File: config.mk
export PLATFORM = sky130hd
export DESIGN_NAME = change_dispenser_flat
export DESIGN_NICKNAME = d
export VERILOG_FILES = /design/src/rtl/vending_pkg.sv /design/src/rtl/change_dispenser_if.sv /design/src/rtl/eject_timer.sv /design/src/rtl/change_dispenser.sv /design/src/flat_wrapper.sv
export SDC_FILE = /design/constraint.sdc
export NUM_CORES = 1
export LEC_CHECK = 0
export ABC_CLOCK_PERIOD_IN_PS = 3300
export BUFFER_PORTS_ARGS = -buffer_cell sky130_fd_sc_hd__buf_2
export CAP_MARGIN = 15
export CORE_UTILIZATION = 56
export DETAILED_ROUTE_END_ITERATION = 8
export PLACE_DENSITY = 0.8
export SLEW_MARGIN = 40
export SYNTH_ARGS = -nofsm -noshare
export SYNTH_HDL_FRONTEND = slang
export SYNTH_SLANG_ARGS = --single-unit
File: constraint.sdc
create_clock -name clk -period 3.3 [get_ports clk]
set_clock_uncertainty 0.15 [all_clocks]
set_input_delay 0.66 -clock clk [delete_from_list [all_inputs] [get_ports clk]]
set_output_delay 0.66 -clock clk [all_outputs]
set_load 0.005 [all_outputs]
File: src/rtl/vending_pkg.sv
// Shared vending definitions: coin values and the change-dispenser state encoding.
package vending_pkg;

  localparam int COIN_ONE  = 1;
  localparam int COIN_TWO  = 2;
  localparam int COIN_FIVE = 5;

  typedef enum logic [2:0] {
    CHG_IDLE,
    CHG_SELECT,
    CHG_EJECT1,
    CHG_EJECT2,
    CHG_DONE,
    CHG_FAULT
  } chg_state_t;

endpackage

File: src/rtl/change_dispenser_if.sv
// Request / hopper / status bundle between vending_fsm, the coin hopper and change_dispenser.
interface change_dispenser_if #(
  parameter int CHANGE_W = 3,
  parameter int INV_W    = 6
);

  logic                d;
  logic [CHANGE_W-1:0] r;
  logic                coin_out;
  logic                refill_one;
  logic                refill_two;
  logic                clear_fault;
  logic                eject_one;
  logic                eject_two;
  logic                busy;
  logic                done;
  logic                drop;
  logic                fault;
  logic [CHANGE_W-1:0] owed;
  logic [INV_W-1:0]    ones_left;
  logic [INV_W-1:0]    twos_left;

  modport master (
    output d, r, coin_out, refill_one, refill_two, clear_fault,
    input  eject_one, eject_two, busy, done, drop, fault, owed, ones_left, twos_left
  );

  modport slave (
    input  d, r, coin_out, refill_one, refill_two, clear_fault,
    output eject_one, eject_two, busy, done, drop, fault, owed, ones_left, twos_left
  );

endinterface

File: src/rtl/eject_timer.sv
// Per-coin wait counter: cleared between ejects, flags when the last allowed cycle is reached.
module eject_timer #(
  parameter int TIMEOUT = 15
) (
  input  logic clk,
  input  logic reset,
  input  logic clr,
  input  logic en,
  output logic timeout
);

  localparam int CNT_W = (TIMEOUT > 1) ? $clog2(TIMEOUT) : 1;

  logic [CNT_W-1:0] count_reg;

  always_ff @(posedge clk) begin
    if (reset) begin
      count_reg <= '0;
    end else if (clr) begin
      count_reg <= '0;
    end else if (en) begin
      count_reg <= count_reg + 1'b1;
    end
  end

  assign timeout = (count_reg == CNT_W'(TIMEOUT - 1));

endmodule

File: src/rtl/change_dispenser.sv
// Pays out latched change coin-by-coin (2-cent first, 1-cent as fallback) and tracks inventory.
module change_dispenser
  import vending_pkg::*;
#(
  parameter int CHANGE_W  = 3,
  parameter int INV_W     = 6,
  parameter int INIT_ONES = 20,
  parameter int INIT_TWOS = 20,
  parameter int TIMEOUT   = 15
) (
  input  logic               clk,
  input  logic               reset,
  change_dispenser_if.slave  bus
);

  localparam logic [INV_W-1:0] INV_MAX = '1;

  chg_state_t          state_reg, state_next;
  logic [CHANGE_W-1:0] owed_reg, owed_next;
  logic                eject_one_reg, eject_two_reg;
  logic                done_reg, drop_reg, fault_reg, busy_reg;
  logic                in_eject, timeout;
  logic [1:0]          refill, take;
  logic [INV_W-1:0]    inv_left [2];

  assign in_eject = (state_reg == CHG_EJECT1) || (state_reg == CHG_EJECT2);
  assign take     = {(state_reg == CHG_EJECT2) && bus.coin_out,
                     (state_reg == CHG_EJECT1) && bus.coin_out};
  assign refill   = {bus.refill_two, bus.refill_one};

  eject_timer #(.TIMEOUT(TIMEOUT)) u_timer (
    .clk     (clk),
    .reset   (reset),
    .clr     (!in_eject || bus.coin_out || timeout),
    .en      (in_eject),
    .timeout (timeout)
  );

  // Index 0 holds 1-cent coins, index 1 holds 2-cent coins.
  generate
    for (genvar gi = 0; gi < 2; gi++) begin : g_inv
      localparam logic [INV_W-1:0] INIT = (gi == 0) ? INV_W'(INIT_ONES) : INV_W'(INIT_TWOS);
      logic [INV_W-1:0] count_reg;

      always_ff @(posedge clk) begin
        if (reset) begin
          count_reg <= INIT;
        end else if (refill[gi] && !take[gi]) begin
          if (count_reg != INV_MAX) begin
            count_reg <= count_reg + 1'b1;
          end
        end else if (take[gi] && !refill[gi]) begin
          count_reg <= count_reg - 1'b1;
        end
      end

      assign inv_left[gi] = count_reg;
    end
  endgenerate

  always_comb begin
    state_next = state_reg;
    owed_next  = owed_reg;
    case (state_reg)
      CHG_IDLE: begin
        if (bus.d && (bus.r != '0)) begin
          owed_next  = bus.r;
          state_next = CHG_SELECT;
        end
      end
      CHG_SELECT: begin
        if ((owed_reg >= CHANGE_W'(COIN_TWO)) && (inv_left[1] != '0)) begin
          state_next = CHG_EJECT2;
        end else if ((owed_reg != '0) && (inv_left[0] != '0)) begin
          state_next = CHG_EJECT1;
        end else begin
          state_next = CHG_FAULT;
        end
      end
      CHG_EJECT1: begin
        if (bus.coin_out) begin
          owed_next  = owed_reg - CHANGE_W'(COIN_ONE);
          state_next = (owed_next == '0) ? CHG_DONE : CHG_SELECT;
        end else if (timeout) begin
          state_next = CHG_FAULT;
        end
      end
      CHG_EJECT2: begin
        if (bus.coin_out) begin
          owed_next  = owed_reg - CHANGE_W'(COIN_TWO);
          state_next = (owed_next == '0) ? CHG_DONE : CHG_SELECT;
        end else if (timeout) begin
          state_next = CHG_FAULT;
        end
      end
      CHG_DONE: begin
        state_next = CHG_IDLE;
      end
      CHG_FAULT: begin
        if (bus.clear_fault) begin
          owed_next  = '0;
          state_next = CHG_IDLE;
        end
      end
      default: begin
        state_next = CHG_IDLE;
      end
    endcase
  end

  // Status outputs are registered from the next state so they line up with state_reg.
  always_ff @(posedge clk) begin
    if (reset) begin
      state_reg     <= CHG_IDLE;
      owed_reg      <= '0;
      eject_one_reg <= 1'b0;
      eject_two_reg <= 1'b0;
      done_reg      <= 1'b0;
      drop_reg      <= 1'b0;
      fault_reg     <= 1'b0;
      busy_reg      <= 1'b0;
    end else begin
      state_reg     <= state_next;
      owed_reg      <= owed_next;
      eject_one_reg <= (state_next == CHG_EJECT1);
      eject_two_reg <= (state_next == CHG_EJECT2);
      done_reg      <= (state_next == CHG_DONE);
      fault_reg     <= (state_next == CHG_FAULT);
      busy_reg      <= (state_next != CHG_IDLE);
      drop_reg      <= bus.d && (state_reg != CHG_IDLE);
    end
  end

  assign bus.eject_one = eject_one_reg;
  assign bus.eject_two = eject_two_reg;
  assign bus.busy      = busy_reg;
  assign bus.done      = done_reg;
  assign bus.drop      = drop_reg;
  assign bus.fault     = fault_reg;
  assign bus.owed      = owed_reg;
  assign bus.ones_left = inv_left[0];
  assign bus.twos_left = inv_left[1];

endmodule

File: src/flat_wrapper.sv
// flat-port wrapper written by rule: the top's interface ports become plain ports
module change_dispenser_flat import vending_pkg::*;
#(
  parameter int CHANGE_W  = 3,
  parameter int INV_W     = 6,
  parameter int INIT_ONES = 20,
  parameter int INIT_TWOS = 20,
  parameter int TIMEOUT   = 15
)
  (clk, reset, bus_d, bus_r, bus_coin_out, bus_refill_one, bus_refill_two, bus_clear_fault, bus_eject_one, bus_eject_two, bus_busy, bus_done, bus_drop, bus_fault, bus_owed, bus_ones_left, bus_twos_left);
  change_dispenser_if #(.CHANGE_W(CHANGE_W), .INV_W(INV_W)) bus_i ();
  input  logic clk;
  input  logic reset;
  input wire logic [$bits(bus_i.d)-1:0] bus_d;
  input wire logic [$bits(bus_i.r)-1:0] bus_r;
  input wire logic [$bits(bus_i.coin_out)-1:0] bus_coin_out;
  input wire logic [$bits(bus_i.refill_one)-1:0] bus_refill_one;
  input wire logic [$bits(bus_i.refill_two)-1:0] bus_refill_two;
  input wire logic [$bits(bus_i.clear_fault)-1:0] bus_clear_fault;
  output wire logic [$bits(bus_i.eject_one)-1:0] bus_eject_one;
  output wire logic [$bits(bus_i.eject_two)-1:0] bus_eject_two;
  output wire logic [$bits(bus_i.busy)-1:0] bus_busy;
  output wire logic [$bits(bus_i.done)-1:0] bus_done;
  output wire logic [$bits(bus_i.drop)-1:0] bus_drop;
  output wire logic [$bits(bus_i.fault)-1:0] bus_fault;
  output wire logic [$bits(bus_i.owed)-1:0] bus_owed;
  output wire logic [$bits(bus_i.ones_left)-1:0] bus_ones_left;
  output wire logic [$bits(bus_i.twos_left)-1:0] bus_twos_left;
  assign bus_i.d = bus_d;
  assign bus_i.r = bus_r;
  assign bus_i.coin_out = bus_coin_out;
  assign bus_i.refill_one = bus_refill_one;
  assign bus_i.refill_two = bus_refill_two;
  assign bus_i.clear_fault = bus_clear_fault;
  assign bus_eject_one = bus_i.eject_one;
  assign bus_eject_two = bus_i.eject_two;
  assign bus_busy = bus_i.busy;
  assign bus_done = bus_i.done;
  assign bus_drop = bus_i.drop;
  assign bus_fault = bus_i.fault;
  assign bus_owed = bus_i.owed;
  assign bus_ones_left = bus_i.ones_left;
  assign bus_twos_left = bus_i.twos_left;
  change_dispenser #(.CHANGE_W(CHANGE_W), .INV_W(INV_W), .INIT_ONES(INIT_ONES), .INIT_TWOS(INIT_TWOS), .TIMEOUT(TIMEOUT)) u_core (.clk(clk), .reset(reset), .bus(bus_i));
endmodule
==> metrics.md <==
| Metric | Value |
|---|---|
| Status | `finished, final reports clean` |
| Setup bufs post-CTS | `0` |
| Max-slew violations | `0` |
| FF+latch area | `561 um2` |
| Layout Utilization | `between 60% and 70%` |
| #FFs+latches synth | `28` |
| Critical Path Slowest Stage Cell | `dfxtp_1` |
| Critical path peak fanout | `13` |
| Most frequent cells after synthesis | `dfxtp_1, nor2_1, inv_1, ha_1, nand2_1` |
| # fillers | `283` |
| DR vias | `approximately 1600` |
| Crit-path cells | `inv_1, o21ai_0, buf_4, inv_1, fa_1, inv_1, a21o_1, a21oi_1, xnor2_1, a211o_1` |
| Clock power share | `roughly 15%` |
| Final nets | `270` |
| Hold Crit Depth | `2` |
| Crit-path most repeated cell | `inv_1` |
| Post-DP HPWL | `2.83 mm` |
| Resized Gates After CTS | `0` |
| Synth top area cells | `dfxtp_1, ha_1, nor2_1` |
| Vias/cell | `5.70` |
| Num CTS Buffers | `3` |
| Antenna fix cells | `0` |
| Layout cell share with drive strength beyond 1 | `16.1%` |
| Total track usage | `roughly a quarter` |
| Crit path capture type | `register` |
| Ys Warns | `0` |
| Yosys top cell area share | `31.0%` |
| Mean cell area of the mapped netlist | `8.54 um2` |
| Post-synth ARST share | `0%` |
| Gr busiest metal | `met2` |
| Worst Max-Slew Pin Slew | `0.726 ns` |
| CTS tree | `done` |
| Fmax | `0.394 GHz` |
| Global routing usage on met1 | `31.8%` |
| Setup CP Type | `register to register` |
| Chip Height | `58.9 um` |
| Tightest Hold Check Type | `register to register` |
| Final setup TNS | `0 ns` |
| Met3 Track Usage GR | `2.86%` |
| Unrepaired setup endpoints after global routing | `false` |
| Clk slew on worst S/H paths | `0.15 ns` |
| R2R cell count | `10` |
| IO buf count | `30` |
| First-pass DRT Iterations | `5` |
| I/O pins | `31` |
| Grt ovf | `0` |
| EDFF count, synth | `0` |
| Met2 Usage GRT | `38.6%` |
| Yosys top cell by area | `dfxtp_1` |
| Switching share of power | `roughly two fifths` |
| CTS Root Cell | `clkbuf_4` |
| Final ANT Viol Nets | `0` |
| R2R Setup Slk | `0.76 ns` |
| Worst flop-to-flop path startpoint | `u_core.state_reg[0]` |
| Sequential Power Share | `36.1%` |
| CTS Buffer Depth | `2` |
| Die Area | `between 3000 and 4000 um2` |
| Drt wl/cell | `13.4 um` |
| First-pass GRT wire length | `6.27 mm` |
| Fin. Hold Viols | `0` |
| Vias in the first global route | `roughly 1300` |
| Post-layout min period | `2.54 ns` |
| Most frequent cell after synthesis | `dfxtp_1` |
| # setup viols final | `0` |
| DR DRC count | `0` |
| RR Endpoint | `u_core.bus.twos_left[4]` |
| Core ar. | `3050 um2` |
| Initial drt markers | `65` |
| Post-synthesis instance total | `~210` |
| Initial core utilization | `59.3%` |
| H-tree lvl count | `1` |
| Worst-Skew Late Latency | `approximately 0.34 ns` |
| Top FF cell, synth | `dfxtp_1` |
| Mapped Area | `between 1500 and 2000 um2` |
| Leak | `0.000953 uW` |
| # hold bufs at CTS | `0` |
| Distinct cells, synth | `51` |
| Clock sinks | `28` |
| Worst Setup Start Kind | `register` |
| Rel. slew slack | `51.5%` |
| Worst EP required | `3.40 ns` |
| Die Span X | `just under 60 um` |
| Sequential share of the synthesized area | `31.0%` |
| # rows | `20` |
| Pwr dens | `roughly 700 nW/um2` |
| Gpl congestion | `0.886` |
| Initial antenna violation count | `0` |
| Internal | `877 uW` |
| Combinational power share | `48.5%` |
| DRT Wirelength | `3.82 mm` |
| Crit path DAT | `around 2.6 ns` |
| Sw Pwr | `594 uW` |
| VDD IR-drop max | `between 0.2 and 0.3 mV` |
| Area Growth Syn to Fin | `13.3%` |
| Syn Nets | `about 240` |
| Hold path endpoint | `u_core.bus.owed[0]` |
| Worst Min Path Start | `u_core.bus.owed[0]` |
| Area occupied by multi-input gates | `1150 um2` |
| Tcrit/Tclk final | `between 70% and 80%` |
| Max incr delay on CP | `0.61 ns` |
| Largest net degree at the start of global routing | `17` |
| Max-Cap Viols | `0` |
==> worst max-delay path, delay by kind of cell (launching register included) <==
family	cells	cell delay [ns]
buf+inv	4	0.52
fa+ha+maj	1	0.39
xor+xnor	1	0.12
flops	1	0.61
compound gates	4	0.67
==> per-layer routing <==
layer  share of wire, %  up-vias  routed length, um
li1                   -      832                  -
met1                 48      749               1850
met2                 45       46               1730
met3                4.4        4                168
met4                1.7        0                 65
met5                  0        -                  0
==> per-stage QoR <==
step	setup WS [ns]	std cells	total power (uW)	area (um2)	hold WS [ns]
floorplan	0.746	212	1060	1810	0.333
global placement	0.604	282	1230	2000	0.339
detailed placement	0.577	282	1240	2000	0.350
CTS	0.774	286	1470	2050	0.370
global route	0.560	286	1590	2050	0.398
finish	0.762	286	1470	2050	0.368
==> logic make-up after synthesis <==
group	synth area share, %
AND/OR/NAND/NOR	21.8
AO/OA/AOI/OAI	21.4
flip-flops	31.0
buffers and inverters	5.67
adder cells (fa/ha/maj)	12.6
XOR/XNOR	4.84
multiplexers	2.76
==> final cells by class <==
| type | instances | share of cell area, % |
|---|---|---|
| Inverter | 19 | 3.48 |
| Sequential cell | 28 | 27.3 |
| Clock buffer | 3 | 1.10 |
| Timing Repair Buffer | 32 | 8.05 |
| Multi-Input combinational cell | 159 | 55.9 |
| Clock inverter | 1 | 1.46 |
| Tap cell | 44 | 2.68 |
==> cells in the final DEF, fill, tap and decap left out, types with 7 or more instances in the layout <==
master / n
xnor2_1: 8
nand3_1: 7
nor2_1: 20
dfxtp_1: 28
nand2_1: 15
o21ai_0: 11
a21oi_1: 7
inv_1: 18
buf_2: 30
ha_1: 15
==> worst max-delay path by stage <==
stage | start | to | slack [ns] | cells past startpoint
floorplan | bus_coin_out | u_core.bus.twos_left[4] | 0.75 | 9
global placement | bus_coin_out | u_core.bus.ones_left[4] | 0.60 | 10
detailed placement | bus_coin_out | u_core.bus.ones_left[4] | 0.58 | 10
CTS | u_core.state_reg[0] | u_core.bus.twos_left[4] | 0.77 | 10
global route | u_core.state_reg[0] | u_core.bus.twos_left[4] | 0.56 | 10
finish | u_core.state_reg[0] | u_core.bus.twos_left[4] | 0.76 | 10
==> power by group through the flow <==
stage	clock network [uW]	logic (uW)	registers (uW)
after floorplan	0	554	502
after global placement	0	698	530
after detailed placement	0	707	532
after CTS	228	713	530
after global routing	238	811	545
final	227	713	531
Note: power is estimated with default switching activity, not from simulation.
